===== config.mk =====
export PLATFORM = sky130hd
export DESIGN_NAME = psum_norm_div
export DESIGN_NICKNAME = d
export VERILOG_FILES = /design/src/rtl/psum_norm_div.sv
export SDC_FILE = /design/constraint.sdc
export NUM_CORES = 1
export LEC_CHECK = 0
export BUFFER_PORTS_ARGS = -buffer_cell sky130_fd_sc_hd__buf_2
export CORE_MARGIN = 2
export CORE_UTILIZATION = 50
export DETAILED_ROUTE_END_ITERATION = 10
export GPL_TIMING_DRIVEN = 0
export PLACE_DENSITY = 0.83
export SYNTH_ARGS = -nofsm -noshare
export SYNTH_HDL_FRONTEND = slang
export SYNTH_SLANG_ARGS = --single-unit

===== constraint.sdc =====
create_clock -name clk -period 18.2 [get_ports clk]
set_input_delay 1.82 -clock clk [delete_from_list [all_inputs] [get_ports clk]]
set_output_delay 1.82 -clock clk [all_outputs]
set_load 0.005 [all_outputs]

===== src/rtl/psum_norm_div.sv =====
// psum_norm_div: divides each signed partial-sum column by an unsigned total
// sum and emits signed 1.(bw-1) fixed-point results. A single restoring
// divider is time-shared across all columns, one quotient bit per cycle.
module psum_norm_div #(
  parameter int col     = 8,
  parameter int bw      = 8,
  parameter int bw_psum = 2*bw+4
) (
  input  logic                   clk,
  input  logic                   reset,
  input  logic [bw_psum*col-1:0] psum_in,
  input  logic [bw_psum+3:0]     sum_in,
  input  logic                   in_valid,
  output logic                   in_ready,
  output logic [bw*col-1:0]      norm_out,
  output logic                   div_zero,
  output logic                   out_valid,
  input  logic                   out_ready
);

  // Dividend is |psum| shifted left by the fraction width; one quotient bit per dividend bit.
  localparam int DW  = bw_psum + bw - 1;
  localparam int RW  = bw_psum + 5;
  localparam int CW  = (col > 1) ? $clog2(col) : 1;
  localparam int BCW = $clog2(DW);

  typedef enum logic [1:0] {
    IDLE = 2'd0,
    DIV  = 2'd1,
    DONE = 2'd2
  } state_t;

  state_t                 state;
  logic [bw_psum*col-1:0] psum_reg;
  logic [bw_psum+3:0]     sum_reg;
  logic [RW-1:0]          rem;
  logic [DW-1:0]          q_acc;
  logic [CW-1:0]          col_idx;
  logic [BCW-1:0]         bit_cnt;

  logic [bw_psum-1:0] cur_psum;
  logic               cur_neg;
  logic [bw_psum-1:0] cur_mag;
  logic [DW-1:0]      dividend;
  logic               first_bit;
  logic [RW-1:0]      rem_base;
  logic [RW-1:0]      trial;
  logic               take;
  logic [RW-1:0]      rem_next;
  logic [DW-1:0]      q_base;
  logic [DW-1:0]      q_next;
  logic               sat;
  logic [bw-2:0]      q_mag;
  logic [bw-1:0]      col_result;

  // One restoring-division step for the current column, plus saturation and sign
  // restore of the finished quotient. The unsigned magnitude of the most negative
  // psum wraps to exactly 2^(bw_psum-1), which is the value we want.
  always_comb begin
    cur_psum   = psum_reg[col_idx*bw_psum +: bw_psum];
    cur_neg    = cur_psum[bw_psum-1];
    cur_mag    = cur_neg ? (~cur_psum + 1'b1) : cur_psum;
    dividend   = {cur_mag, {(bw-1){1'b0}}};
    first_bit  = (bit_cnt == BCW'(DW-1));
    rem_base   = first_bit ? '0 : rem;
    trial      = {rem_base[RW-2:0], dividend[bit_cnt]};
    take       = (trial >= {1'b0, sum_reg});
    rem_next   = take ? (trial - {1'b0, sum_reg}) : trial;
    q_base     = first_bit ? '0 : q_acc;
    q_next     = {q_base[DW-2:0], take};
    sat        = |q_next[DW-1:bw-1];
    q_mag      = sat ? {(bw-1){1'b1}} : q_next[bw-2:0];
    col_result = cur_neg ? (-{1'b0, q_mag}) : {1'b0, q_mag};
  end

  // Control FSM: accepts a vector, walks every column bit-serially, then holds the result until taken.
  always_ff @(posedge clk or negedge reset) begin
    if (!reset) begin
      state     <= IDLE;
      in_ready  <= 1'b1;
      out_valid <= 1'b0;
      norm_out  <= '0;
      div_zero  <= 1'b0;
      psum_reg  <= '0;
      sum_reg   <= '0;
      rem       <= '0;
      q_acc     <= '0;
      col_idx   <= '0;
      bit_cnt   <= '0;
    end else begin
      case (state)
        IDLE: begin
          if (in_valid && in_ready) begin
            psum_reg <= psum_in;
            sum_reg  <= sum_in;
            in_ready <= 1'b0;
            norm_out <= '0;
            rem      <= '0;
            q_acc    <= '0;
            col_idx  <= '0;
            bit_cnt  <= BCW'(DW-1);
            if (sum_in == '0) begin
              div_zero <= 1'b1;
              state    <= DONE;
            end else begin
              div_zero <= 1'b0;
              state    <= DIV;
            end
          end
        end
        DIV: begin
          rem   <= rem_next;
          q_acc <= q_next;
          if (bit_cnt == '0) begin
            norm_out[col_idx*bw +: bw] <= col_result;
            bit_cnt <= BCW'(DW-1);
            if (col_idx == CW'(col-1)) begin
              state     <= DONE;
              out_valid <= 1'b1;
            end else begin
              col_idx <= col_idx + 1'b1;
            end
          end else begin
            bit_cnt <= bit_cnt - 1'b1;
          end
        end
        DONE: begin
          if (!out_valid) begin
            out_valid <= 1'b1;
          end else if (out_ready) begin
            out_valid <= 1'b0;
            in_ready  <= 1'b1;
            state     <= IDLE;
          end
        end
        default: begin
          state <= IDLE;
        end
      endcase
    end
  end

endmodule

==> results by group <==
Critical path
  – CP arrival: 9080 ps
  – Worst-path fanout max: 10
  – Slowest-stage cell, CP: buf_1
  – Worst EP required: 18,650 ps
  – Crit end category: flip-flop
  – Setup crit start kind: flip-flop
  – Worst path max stage delay: 640 ps
  – WS Path Type: flip-flop to flip-flop

Timing
  – Final worst slack: 9570 ps
  – Worst slew pin tran: 1320 ps
  – Fin. max-slew vios: 0
  – Fin crit share: 0.474
  – Slew margin rel.: 0.119
  – FMAX: 0.116 GHz
  – RSZ-0062 raised after global routing: false
  – Final setup viols: 0
  – Fin. Hold Viols: 0
  – Post-Route Setup TNS: 0 ps
  – Setup Skew: 19.9 ps
  – Fin crit period: 8630 ps

Drt
  – Drt total wl: 42,400 um
  – DRT antenna net count: 0
  – Wire per inst: 20.7 um
  – Via Count: 12,127
  – Pre-antenna DRT Iters: 5
  – DRC violations left: 0
  – Vias per inst: 5.92
  – Initial drt markers: 823

Cells and area
  – Max reg flops: 160
  – Final Cell Area: 18,600 um^2
  – Share of cells above drive strength 1: 0.329
  – Area growth from synthesis to layout: 19.3%
  – Nets@finish: 1,850

Clock network
  – Cts hold-fix bufs: 0
  – Clk sinks: 311
  – Root Driver: clkbuf_16
  – Clock buffer depth: 3
  – CTS Buf Count: 34
  – CTS tree: yes
  – H-tree depth: 2
  – Clock Latency Late Sink: 510 ps
  – Post-cts resize count: 0
  – Clock slew at reported path FFs: 60 ps
  – Post-CTS Setup Inserts: 0

Floorplan
  – DIE WIDTH: 181 um
  – Initial Util: 0.509
  – Die height: 181 um
  – Total Die Area: 32,600 um^2
  – IO Pins: 255
  – Row count: 64
  – CORE AREA: 30,700 um^2

Pwr
  – Pwr Total: 1460 uW
  – Pwr per Cell Area: 78.2 nW/um^2
  – Max VDD drop: 67.7 uV
  – Lkg Pwr: 0.00922 uW

Yosys
  – Synth Area in Adders: 0.0293
  – Largest family of logic cells by synthesized area: multiplexers
  – Gate Count Post-Synth: 1,334
  – Synth cell count leaders: 310 x dfrtp_1, 169 x mux2_2, 143 x nand2_1
  – Seq/Total Area, Yosys: 0.499
  – Mean Syn Cell Area: 11.7 um^2
  – Synth unique cells: 80
  – Ys async rst share: 1.00
  – Yosys top cell by area: dfrtp_1
  – Synth Cell Area: 15,600 um^2
  – Synth Area in Compound Gates: 0.128
  – Mux contribution to synthesized area: 0.195
  – Post-Synth Simple-Gate Area: 0.0974
  – Leading post-synthesis cells by cell area: dfrtp_1 50%, mux2_2 12%, nand2_1 3.4%, a22o_1 3.4%, mux4_2 3.0%
  – Primary FF master, synth: dfrtp_1
  – EDFF count, synth: 0
  – XOR/XNOR share of the synthesized area: 0.0196
  – Post-synth top area share: 0.497
  – Synth warn: 0
  – Synth Register Bits: 311
  – Mapped Nets: 1,558
  – Most common cell in the netlist: dfrtp_1

Placed design
  – Routability congestion estimate: 0.874
  – Port Buffers: 254
  – Pre-CTS WS: 9690 ps
  – Post-DP HPWL: 30,400 um
  – Area post-placement: 17,400 um^2

Global route
  – Congestion Overflow GR: 0
  – First-pass GRT wire length: 67,500 um
  – Pin count of the biggest net entering global routing: 129
  – Tot GR Track Use: 0.259
  – Number of global-route vias before repair: 12,468
  – Initial antenna violation count: 8

Worst hold path
  – Worst min path class: flip-flop to flip-flop

Flow run
  – Max_cap viols: 0

Status
  – Status: complete, no violations
[power breakdown]
part	internal, uW	switching [uW]
combinational	15.9	21.2
sequential	691	0
clock	441	287
total	1150	308
[metal layers]
metal	track usage	vias to the layer above	routed length (um)
li1	-	5479	-
met1	0.335	6085	17500
met2	0.429	431	20600
met3	0.0554	124	2650
met4	0.0994	8	1650
met5	0	-	56
[path summary, 6_finish.rpt]
path	from	endpoint	slack (ps)	cells past startpoint
worst max-delay path	col_idx[0]	norm_out[36]	9570	34
min in group asynchronous	reset	psum_reg[152]	1310	1
worst min register to register	norm_out[35]	norm_out[35]	480	2
max in group asynchronous	reset	sum_reg[17]	15800	2
worst min-delay path	norm_out[35]	norm_out[35]	480	2
worst max register to register	col_idx[0]	norm_out[36]	9570	34
[cell type report]
type                            count  area [um^2]
Fill cell                        2428        12000
Clock buffer                       45          952
Multi-Input combinational cell    915         7340
Timing Repair Buffer              256         1340
Buffer                             67          338
Sequential cell                   311         7780
Tap cell                          396          495
Inverter                           41          156
Antenna cell                        4         10.0
Clock inverter                     15          221
[logic make-up (layout without fill, tap and decap cells)]
family	count (synthesis)	after routing
fa+ha+maj	36	36
other cells	0	4
simple gates	317	317
xor+xnor	35	35
compound gates	296	296
flops	311	311
buf+inv	108	424
mux	231	231
[placed cells by master, fill, tap and decap left out, types with 12 or more instances in the layout]
cell type	instances
and2_1	28
a21oi_1	23
a22oi_1	17
xnor2_1	19
nor2_1	42
ha_1	35
a21o_1	21
o21ai_1	37
nand2_1	143
mux2i_1	23
clkbuf_16	34
a22o_1	61
nor4_1	13
inv_1	37
o21ai_0	79
buf_2	260
dfrtp_1	310
mux4_1	13
mux2_2	169
xor2_1	16
mux4_2	21
clkbuf_1	54
nand3_1	20
nor3_1	12
[stage by stage]
step                std cells  utilization  hold WS [ps]
CTS                      2046        0.607           486
global route             2048        0.607           502
floorplan                1334            -           453
finish                   2050        0.607           482
global placement         1984        0.567           465
detailed placement       1986        0.569           470
[critical path, delay by kind of cell (launching register included)]
family	cells	cell delay (ps)
AOI/OAI and AO/OA	11	2920
xor gates and xnor gates	1	130
adders and majority gates	3	730
buffers and inverters	9	2450
DFF	1	440
muxes	1	520
and+or+nand+nor	9	1360
(Power assumes the default switching activity.)
